$ cat config.mk
export PLATFORM = sky130hd
export DESIGN_NAME = fetch_ctrl
export DESIGN_NICKNAME = d
export VERILOG_FILES = /design/src/rtl/fetch_pkg.sv /design/src/rtl/fetch_queue.sv /design/src/rtl/fetch_ctrl.sv
export SDC_FILE = /design/constraint.sdc
export NUM_CORES = 1
export LEC_CHECK = 0
export CAP_MARGIN = 5
export CORE_ASPECT_RATIO = 1.4
export CORE_UTILIZATION = 54
export CTS_CLUSTER_DIAMETER = 30
export CTS_CLUSTER_SIZE = 16
export DETAILED_ROUTE_END_ITERATION = 16
export PLACE_DENSITY = 0.85
export SETUP_SLACK_MARGIN = 0.4
export SLEW_MARGIN = 20
export SYNTH_ARGS = -nofsm -noshare
export SYNTH_HDL_FRONTEND = slang
export SYNTH_SLANG_ARGS = --single-unit
$ cat constraint.sdc
create_clock -name clk -period 7.9 [get_ports clk]
set_input_delay 1.58 -clock clk [delete_from_list [all_inputs] [get_ports clk]]
set_output_delay 1.58 -clock clk [all_outputs]
set_load 0.01 [all_outputs]
$ cat src/rtl/fetch_pkg.sv
// Shared types and constants for the instruction fetch unit.
package fetch_pkg;

    typedef enum logic [1:0] {
        RUN    = 2'd0,
        FLUSH  = 2'd1,
        HALTED = 2'd2
    } state_t;

    localparam logic [31:0] PC_STEP          = 32'd4;
    localparam logic [31:0] DEFAULT_RESET_PC = 32'h0000_0000;
    localparam logic [31:0] ALIGN_MASK       = 32'hFFFF_FFFC;

    function automatic logic [31:0] word_align(input logic [31:0] a);
        return a & ALIGN_MASK;
    endfunction

endpackage

$ cat src/rtl/fetch_queue.sv
// Small synchronous FIFO of fetched {pc, instr} pairs.
module fetch_queue #(
    parameter int DEPTH = 2,
    localparam int PW = (DEPTH > 1) ? $clog2(DEPTH) : 1,
    localparam int CW = $clog2(DEPTH + 1)
) (
    input  logic          clk,
    input  logic          reset,
    input  logic          push,
    input  logic [31:0]   push_pc,
    input  logic [31:0]   push_instr,
    input  logic          pop,
    input  logic          clear,
    output logic [CW-1:0] count,
    output logic          head_valid,
    output logic [31:0]   head_pc,
    output logic [31:0]   head_instr
);

    logic [31:0]   pc_q    [DEPTH];
    logic [31:0]   instr_q [DEPTH];
    logic [PW-1:0] rd_ptr;
    logic [PW-1:0] wr_ptr;
    logic          do_push;
    logic          do_pop;

    function automatic logic [PW-1:0] bump(input logic [PW-1:0] p);
        return (p == PW'(DEPTH - 1)) ? '0 : p + PW'(1);
    endfunction

    assign head_valid = (count != '0);
    assign do_pop     = pop && head_valid;
    assign do_push    = push && ((count != CW'(DEPTH)) || do_pop);
    assign head_pc    = head_valid ? pc_q[rd_ptr] : '0;
    assign head_instr = head_valid ? instr_q[rd_ptr] : '0;

    always_ff @(posedge clk) begin
        if (reset) begin
            rd_ptr <= '0;
            wr_ptr <= '0;
            count  <= '0;
            for (int i = 0; i < DEPTH; i++) begin
                pc_q[i]    <= '0;
                instr_q[i] <= '0;
            end
        end else if (clear) begin
            rd_ptr <= '0;
            wr_ptr <= '0;
            count  <= '0;
        end else begin
            assert (!(push && (count == CW'(DEPTH)) && !pop));
            if (do_push) begin
                pc_q[wr_ptr]    <= push_pc;
                instr_q[wr_ptr] <= push_instr;
                wr_ptr          <= bump(wr_ptr);
            end
            if (do_pop)
                rd_ptr <= bump(rd_ptr);
            if (do_push && !do_pop)
                count <= count + CW'(1);
            else if (!do_push && do_pop)
                count <= count - CW'(1);
        end
    end

endmodule

$ cat src/rtl/fetch_ctrl.sv
// Fetch sequencer: owns the PC, issues IM reads, queues words for decode.
module fetch_ctrl
    import fetch_pkg::*;
#(
    parameter logic [31:0] RESET_PC = DEFAULT_RESET_PC,
    parameter int          DEPTH    = 2
) (
    input  logic        clk,
    input  logic        reset,
    output logic        im_req,
    output logic [31:0] im_addr,
    input  logic [31:0] im_data,
    output logic        id_valid,
    input  logic        id_ready,
    output logic [31:0] id_instr,
    output logic [31:0] id_pc,
    input  logic        redirect,
    input  logic [31:0] redirect_pc,
    input  logic        halt,
    output logic        wr_pc,
    output logic [31:0] wr_pc_val
);

    localparam int CW = $clog2(DEPTH + 1);

    state_t        state;
    state_t        state_nxt;
    logic [31:0]   fetch_pc;
    logic [31:0]   resp_pc;
    logic          inflight;
    logic          discard;
    logic [CW-1:0] q_count;
    logic          pop;
    logic          issue;
    logic          take_redirect;
    logic          push;

    assign pop = id_valid && id_ready;

    assign issue = !reset && (state != HALTED) && !halt && !redirect
                 && ((int'(q_count) + int'(inflight)) < (DEPTH + int'(pop)));

    // halt outranks redirect, and a halted unit ignores redirects entirely
    assign take_redirect = redirect && !halt && (state != HALTED);
    assign push          = inflight && !discard && !take_redirect;

    assign im_req    = issue;
    assign im_addr   = fetch_pc;
    assign wr_pc     = issue;
    assign wr_pc_val = issue ? fetch_pc + PC_STEP : fetch_pc;

    always_comb begin
        state_nxt = state;
        unique case (state)
            RUN: begin
                if (halt)
                    state_nxt = HALTED;
                else if (redirect)
                    state_nxt = FLUSH;
            end
            FLUSH: begin
                if (halt)
                    state_nxt = HALTED;
                else if (redirect)
                    state_nxt = FLUSH;
                else
                    state_nxt = RUN;
            end
            HALTED:  state_nxt = HALTED;
            default: state_nxt = RUN;
        endcase
    end

    always_ff @(posedge clk) begin
        if (reset) begin
            state    <= RUN;
            fetch_pc <= RESET_PC;
            resp_pc  <= RESET_PC;
            inflight <= 1'b0;
            discard  <= 1'b0;
        end else begin
            state    <= state_nxt;
            inflight <= issue;
            discard  <= take_redirect ? inflight : 1'b0;
            if (issue)
                resp_pc <= fetch_pc;
            if (take_redirect)
                fetch_pc <= word_align(redirect_pc);
            else if (issue)
                fetch_pc <= fetch_pc + PC_STEP;
        end
    end

    fetch_queue #(.DEPTH(DEPTH)) u_queue (
        .clk        (clk),
        .reset      (reset),
        .push       (push),
        .push_pc    (resp_pc),
        .push_instr (im_data),
        .pop        (pop),
        .clear      (take_redirect),
        .count      (q_count),
        .head_valid (id_valid),
        .head_pc    (id_pc),
        .head_instr (id_instr)
    );

endmodule

# After elaboration in Yosys (flattened, before gate mapping)
# Memory sizes are Yosys's and may differ from the RTL's. A register that Yosys moved wholly into a read port is not among the register bits.
# Index checks and enable logic that the tools add are counted.
[op_classes] bitwise_logic=1 reduce_logical=28 magnitude_cmp=1 eq_ne=5 addsub=7 n_mux=29
[op_table] cell="$mux W32" count=6
[op_table] cell="$reduce_or A32 Y1" count=2
[op_table] cell="$add A32 B3 Y32 const B" count=1
[op_table] cell="$mux W1" count=17
[op_table] cell="$logic_and A1 B1 Y1" count=13
[op_table] cell="$mux W2" count=5
[op_table] cell="$logic_not A1 Y1" count=7
[op_table] cell="$pmux W2 S3" count=1
[op_table] cell="$ne A2 B2 Y1 const B" count=2
[op_table] cell="$reduce_bool A2 Y1" count=2
[op_table] cell="$reduce_or A2 Y1" count=2
[op_table] cell="$add A2 B1 Y3" count=1
[op_table] cell="$add A2 B1 Y3 const A" count=1
[op_table] cell="$lt A3 B3 Y1" count=1
[op_table] cell="$ne A3 B3 Y1 const B" count=1
[op_table] cell="$add A1 B1 Y1 const B" count=2
[op_table] cell="$add A2 B1 Y2 const B" count=1
[op_table] cell="$eq A2 B1 Y1 const B" count=1
[op_table] cell="$eq A2 B2 Y1 const B" count=1
[op_table] cell="$logic_not A2 Y1" count=1
[op_table] cell="$sub A2 B1 Y2 const B" count=1
[op_table] cell="$logic_or A1 B1 Y1" count=1
[op_table] cell="$not A1 Y1" count=1
[totals] out_inout_bits=131 memories=2 elab_cells=82 in_bits=69 mem_bits_rw=128 reg_bits=72
[memory_table] name="u_queue.instr_q" depth=2 word_bits=32 read_ports=1 rd_ports_with_merged_regs=1 write_ports=2 line_no="fetch_queue.sv:21" text="logic [31:0] instr_q [DEPTH];"
[memory_table] name="u_queue.pc_q" depth=2 word_bits=32 read_ports=1 rd_ports_with_merged_regs=1 write_ports=2 line_no="fetch_queue.sv:20" text="logic [31:0] pc_q [DEPTH];"

# Logic depth before layout (Yosys ltp)
# Gate-level depths: netlist of the first run.
[logic_depth] depth_word=12 mapped_depth=10 mapped_depth_nobuf=8

# By module
# A second synthesis of the first run with hierarchy kept.
[hier_totals] cells_unflattened=816 area_unflattened_um2=8947.3
[modules_own_cells] module="fetch_queue" seq_area_each_um2=3943.8 n_inst=1 area_each_um2=5906.9 cells_each=439
[modules_own_cells] module="fetch_ctrl" seq_area_each_um2=1281.2 n_inst=1 area_each_um2=3040.4 cells_each=377

# Least setup slack after synthesis of the first run
# OpenSTA, ideal clock, no wires.
[synth_path] path_type="input to output" startpoint="in reset" endpoint="out wr_pc_val[22]" stages=7 slack_ps=3175 arrival_ps=3145 n_path_buf=2 required_ps=6320 cell_sequence="buf_6 nor4_1 and2_1 clkbuf_1 nand3_1 nor3_1 xor2_1"
[synth_via] elab_chain_cells=6
[synth_lines] item="from (decl)" line_no="fetch_ctrl.sv:9" text="input logic reset,"
[synth_lines] item="$logic_not A1 Y1" line_no="fetch_ctrl.sv:40" text="assign issue = !reset && (state != HALTED) && !halt && !redirect"
[synth_lines] item="$logic_and A1 B1 Y1 (3 in a row)" line_no="fetch_ctrl.sv:40"
[synth_lines] item="$logic_and A1 B1 Y1" line_no="fetch_ctrl.sv:41" text="&& ((int'(q_count) + int'(inflight)) < (DEPTH + int'(pop)));"
[synth_lines] item="$mux W32"
[synth_lines] item="to (decl)" line_no="fetch_ctrl.sv:21" text="output logic [31:0] wr_pc_val"
# No other way between the ends.

# Final worst setup path of the first run
[layout_path] startpoint="in reset" endpoint="out wr_pc_val[31]"
# Same word-level chain as after synthesis.

==> results.yml, run 1 <==
grt:
  grt_overflow: 0
  antenna_found_initial: 0
  grt_usage: 0.2437
  grt_start_max_net_pins: 64
  first_global_vias: 6358
  grt_first_pass_wirelength_um: 31430
route:
  finalWirelength_um: 19420
  post_drt_wl_per_cell_um: 16.74
  drt-pass1-iter-count: 5
  drt-vias-per-instance: 5.422
  antenna_left: 0
  num_vias: 6289
  drcViolationCount: 0
  drt-initial-drc-count: 248
clock_network:
  clkSlewWorstSetupHoldPaths_ns: 0.07
  cts_hold_buffers: 0
  post_cts_resized: 0
  clk-insertion-delay-late_ns: 0.43
  cts_buffers: 17
  h-tree-depth: 4
  cts-root-buf: "clkbuf_16"
  clkSinkCount: 193
  cts_tree: "yes"
  cts_setup_buffers: 0
  cts_buffer_depth: 2
outcome:
  status: "finished, final reports clean"
min_path:
  hold_path.class: "flop to flop"
  hold_end: "state[0]"
  hold_depth: 1
  hp-start: "state[1]"
timing:
  clock.fmax_mhz: 162.5
  min_period_over_period: 0.7791
  finalSetupTns_ns: 0
  tightest_slew_ns: 1.108
  finalSetupViolations: 0
  min_period_ns: 6.155
  rsz0062_at_grt: "no"
  hold_slack_ns: 0.4556
  clock_skew_ns: 0.01100
  slew_viol_final: 0
  hold_violations: 0
  maxSlewHeadroom: 0.2614
place:
  dp_hpwl_um: 12740
  numPortBuffers: 191
  place_congestion: 0.8585
  postPlaceCellArea_sq_um: 10740
critical_path:
  crit_start: "reset"
  reg2reg_from: "u_queue.count[0]"
  arrival_ns: 4.58
  critPathKind: "primary input to primary output"
  r2r_end: "im_addr[31]"
  crit_fanout: 37
  worst_setup_path_start_kind: "primary input"
  r2r_slack_ns: 5.20
  worstPathRequired_ns: 6.32
  ff2ff_path_depth: 7
  cp-end-kind: "primary output"
synth:
  synth-edff-count: 124
  ys_types: 52
  netlist.area_leader.share: 0.4252
  synth_area_sq_um: 8757
  ys_ff_latch: 193
  synth_area_leaders: "edfxtp_1, dfxtp_1, and2_1"
  yosysMostFrequentCell: "and2_1"
  synth_area_per_cell_sq_um: 11.10
  netlist_instances: 789
  synth_ff_type: "edfxtp_1"
  synth_commonest_cells: "and2_1, edfxtp_1, nor2_1, nand2_1, dfxtp_1"
  ys_seq_area_frac: 0.5829
  async_reset_ff_frac: 0
  yosysTopAreaCell: "edfxtp_1"
  yosys_warnings: 0
floorplanning:
  initial_utilization: 0.5563
  io-pin-count: 200
  row_count: 54
  dieHeight_um: 152.7
  die_w_um: 109.6
  core_sq_um: 15740
  die_area_sq_um: 16740
power_and_ir_drop:
  pwr_density_cell_nw_per_um2: 202.5
  clkPwrFrac: 0.355
  power.share.sequential: 0.507
  power_leakage_nw: 4.020
  swShare: 0.2561
  ir_drop_v: 0.0001558
  p_int_w: 0.001701
  power_frac_comb: 0.138
  switchingPower_w: 0.0005856
finish:
  fin_util: 0.7174
  final_net_count: 1024
  drive_gt1_frac: 0.06120
  fin_area_sq_um: 11290
  antennaDiodeCount: 0
  area_growth_pct: 28.96
run:
  maxCapViolCount: 0
==> final cells by class <==
class	count	area (sq um)
timing repair buffer	199	1972
inverter	6	22.52
sequential	193	5109
multi-input combinational	534	3392
clock inverter	14	113.9
tap	196	245.2
fill	1161	4449
clock buffer	18	439.2
==> power by group through the flow <==
stage / sequential, W / combinational, W / clock (W)
2_1_floorplan: 0.00116 / 0.000169 / 0
3_3_place_gp: 0.00118 / 0.000313 / 0
3_5_place_dp: 0.00118 / 0.000318 / 0
4_1_cts: 0.00116 / 0.000320 / 0.000825
5_1_grt: 0.00117 / 0.000344 / 0.000863
6_report: 0.00116 / 0.000316 / 0.000811
==> critical path: stages <==
cell	delay, ns
clkdlybuf4s50_1	0.40
buf_4	0.24
nor4_1	0.38
nand2_1	0.42
or3_1	0.57
nor2_1	0.22
xor2_1	0.18
clkdlybuf4s50_1	0.57
==> per-stage QoR <==
stage	setup WS, ns	instances	total power [W]
2_1_floorplan	3.175	794	0.001329
3_3_place_gp	1.900	1128	0.001493
3_5_place_dp	1.777	1128	0.001501
4_1_cts	1.781	1160	0.002306
5_1_grt	1.656	1160	0.002374
6_report	1.745	1160	0.002287
==> routing by layer <==
layer	vias to the layer above	routed length, um	global-route usage
li1	3081	-	-
met1	2977	7702	0.2777
met4	0	554	0.09714
met5	-	0	0
met3	35	992	0.04919
met2	196	10170	0.4367
==> how the worst max path moves through the flow <==
stage	endpoint	slack [ns]	cells past startpoint
floorplan	wr_pc_val[22]	3.18	7
global placement	wr_pc_val[31]	1.90	8
detailed placement	wr_pc_val[31]	1.78	8
CTS	wr_pc_val[31]	1.78	8
global route	wr_pc_val[31]	1.66	8
finish	wr_pc_val[31]	1.74	8
==> state kept, by name, summed over array words and instances (netlist names), named ones only <==
register / count
im_addr: 30
discard: 1
u_queue.instr_q: 64
inflight: 1
u_queue.pc_q: 60
u_queue.count: 2
u_queue.rd_ptr: 1
resp_pc: 30
state: 2
u_queue.wr_ptr: 1
==> placed cells by master, fill, tap and decap left out, types with 14 or more instances in the layout <==
cell type / instances
clkdlybuf4s50_1: 191
and2_1: 127
edfxtp_1: 124
nor2_1: 72
nand2_1: 72
dfxtp_1: 68
mux2i_1: 62
a21oi_1: 32
a22o_1: 25
xor2_1: 20
clkbuf_16: 17
nand3_1: 15
nor4_1: 14
==> logic make-up (layout without fill, tap and decap cells) <==
family | Yosys count | in the layout | share of synthesized area
compound gates | 74 | 74 | 0.05772
xor+xnor | 33 | 33 | 0.03301
other cells | 1 | 6 | 0.0004282
flops | 193 | 193 | 0.5829
mux | 63 | 63 | 0.07215
simple gates | 354 | 354 | 0.2140
buf+inv | 67 | 237 | 0.03400
fa+ha+maj | 4 | 4 | 0.005715
(Power assumes the default switching activity.)
==> inputs of run 2 (changes only) <==
--- a/config.mk
+++ b/config.mk
@@ -7,11 +7,11 @@
 export LEC_CHECK = 0
 export CAP_MARGIN = 5
 export CORE_ASPECT_RATIO = 1.4
-export CORE_UTILIZATION = 54
+export CORE_UTILIZATION = 46
 export CTS_CLUSTER_DIAMETER = 30
 export CTS_CLUSTER_SIZE = 16
 export DETAILED_ROUTE_END_ITERATION = 16
-export PLACE_DENSITY = 0.85
+export PLACE_DENSITY = 0.77
 export SETUP_SLACK_MARGIN = 0.4
 export SLEW_MARGIN = 20
 export SYNTH_ARGS = -nofsm -noshare
==> constraint.sdc (replaced) <==
create_clock -name clk -period 5.1 [get_ports clk]
set_input_delay 1.02 -clock clk [delete_from_list [all_inputs] [get_ports clk]]
set_output_delay 1.02 -clock clk [all_outputs]
set_load 0.01 [all_outputs]
==> results.yml, run 2 (synthesized netlist as in run 1, its figures left out) <==
finish:
  fin_util: 0.6191
  largestRegisters: "u_queue.instr_q: 64 flops, u_queue.pc_q: 60 flops"
  antennaDiodeCount: 0
  area_growth_pct: 31.52
  final_net_count: 1031
  top_register: "u_queue.instr_q"
  final_common_cell: "clkdlybuf4s50_1"
  layout_common_cells: "clkdlybuf4s50_1, and2_1, edfxtp_1, nor2_1, nand2_1"
  largest_reg_flops: 64
  drive_gt1_frac: 0.06694
grt:
  first_global_vias: 6081
  grt_first_pass_wirelength_um: 30550
  grt_start_max_net_pins: 63
  grt_overflow: 0
  antenna_found_initial: 0
  grt_usage: 0.1994
timing:
  clock_skew_ns: 0.008122
  min_period_ns: 4.473
  finalSetupViolations: 0
  tightest_slew_ns: 1.006
  slew_viol_final: 0
  hold_violations: 0
  rsz0062_at_grt: "no"
  fin_ws_ns: 0.6267
  finalSetupTns_ns: 0
  min_period_over_period: 0.8771
  clock.fmax_mhz: 223.5
  maxSlewHeadroom: 0.3292
critical_path:
  worstPathRequired_ns: 4.08
  r2r_end: "u_queue.instr_q[0][16]"
  ff2ff_path_depth: 5
  reg2reg_from: "u_queue.count[0]"
  critPathMaxStageDelay_ns: 0.58
  worst_setup_path_start_kind: "primary input"
  critPathSlowestCell: "clkdlybuf4s50_1"
  r2r_slack_ns: 2.34
  cp-end-kind: "primary output"
  critPathKind: "primary input to primary output"
  crit_fanout: 14
  arrival_ns: 3.45
  path_common_cell: "clkdlybuf4s50_1"
  critical_path.cell_chain: "clkdlybuf4s50_1 -> o21ai_1 -> o21a_2 -> or3_1 -> nor2_1 -> xor2_1 -> clkdlybuf4s50_1"
place:
  post-place-ws_ns: 0.5618
  numPortBuffers: 191
  dp_hpwl_um: 12800
  place_congestion: 0.8174
floorplanning:
  initial_utilization: 0.4707
  die_area_sq_um: 19600
  dieHeight_um: 165.3
  core_sq_um: 18600
  row_count: 59
  io-pin-count: 200
  die_w_um: 118.6
min_path:
  hp-start: "state[1]"
  hold_depth: 1
  hold_path.class: "flop to flop"
  hold_end: "state[0]"
clock_network:
  clkSinkCount: 193
  clkSlewWorstSetupHoldPaths_ns: 0.07
  cts_buffers: 17
  clk-insertion-delay-late_ns: 0.42
  cts_buffer_depth: 2
  h-tree-depth: 4
  cts-root-buf: "clkbuf_16"
  cts_hold_buffers: 0
  cts_tree: "yes"
power_and_ir_drop:
  clkPwrFrac: 0.377
  power_leakage_nw: 4.104
  p_int_w: 0.002827
  power.share.sequential: 0.485
  swShare: 0.2316
  switchingPower_w: 0.0008521
  power_frac_comb: 0.139
  pwr_density_cell_nw_per_um2: 319.4
  ir_drop_v: 0.0002019
route:
  num_vias: 6236
  drt-initial-drc-count: 324
  drt-pass1-iter-count: 5
  antenna_left: 0
  drt-vias-per-instance: 5.133
  post_drt_wl_per_cell_um: 15.89
  drcViolationCount: 0
  finalWirelength_um: 19310
outcome:
  status: "finished, final reports clean"
run:
  maxCapViolCount: 0
[run 2: cell types whose count changed in the layout (fill, tap and decap cells not counted), moves of 2 or more]
| cell | change |
|---|---|
| inv_8 | -2 |
| buf_4 | +6 |
| inv_6 | -5 |
| bufinv_16 | +2 |
| clkbuf_16 | +3 |
| clkbuf_1 | +3 |
| clkinvlp_4 | -2 |
| clkinv_2 | +2 |
| inv_4 | -3 |
[run 2: what timing repair did]
item | 4_1_cts | 5_1_grt
setup endpoints to repair | 0 | 7
gates resized for setup | 0 | 2
setup buffers | 0 | 2
[run 2: through the flow]
| stage | cells | hold slack, ns | instance area (sq um) | total power [W] |
|---|---|---|---|---|
| global route | 1215 | 0.4838 | 11520 | 0.003816 |
| floorplan | 794 | 0.4055 | 8776 | 0.002058 |
| finish | 1215 | 0.4573 | 11520 | 0.003679 |
| detailed placement | 1180 | 0.4432 | 10830 | 0.002330 |
| CTS | 1212 | 0.4553 | 11460 | 0.003711 |
| global placement | 1180 | 0.4301 | 10830 | 0.002323 |
[run 2: cell type report]
class                           count  area [sq um]
Clock buffer                       25         539.3
Multi-Input combinational cell    534          3405
Inverter                            6         22.52
Sequential cell                   193          5109
Clock inverter                      7         92.59
Timing Repair Buffer              206          2044
Fill cell                        1581          7086
Tap cell                          244         305.3
[run 2: critical path: cells and delay by family]
| family | cells | cell delay, ns |
|---|---|---|
| AO/OA/AOI/OAI | 2 | 0.50 |
| XOR/XNOR | 1 | 0.17 |
| buffers and inverters | 2 | 1.06 |
| AND/OR/NAND/NOR | 2 | 0.70 |
[run 2: worst max path at each step]
stage / start / to / slack, ns / depth (start not counted)
after floorplan: reset / wr_pc_val[22] / 1.50 / 7
after global routing: reset / wr_pc_val[31] / 0.40 / 7
after detailed placement: reset / wr_pc_val[31] / 0.56 / 7
after CTS: id_ready / wr_pc_val[31] / 0.53 / 7
final: id_ready / wr_pc_val[31] / 0.63 / 7
after global placement: reset / wr_pc_val[26] / 0.57 / 7
[run 2: routing by layer]
metal | track usage | part of all wire | vias up
met3 | 0.04396 | 0.039 | 19
met1 | 0.2228 | 0.40 | 2968
met2 | 0.3732 | 0.54 | 167
met4 | 0.06732 | 0.016 | 0
li1 | - | - | 3082
met5 | 0 | 0 | -
[run 2: power groups by stage]
stage | Combinational (W) | Sequential (W) | Clock (W)
finish | 0.000510 | 0.00178 | 0.00139
global placement | 0.000493 | 0.00183 | 0
detailed placement | 0.000498 | 0.00183 | 0
global route | 0.000554 | 0.00179 | 0.00147
floorplan | 0.000262 | 0.00180 | 0
CTS | 0.000501 | 0.00180 | 0.00141
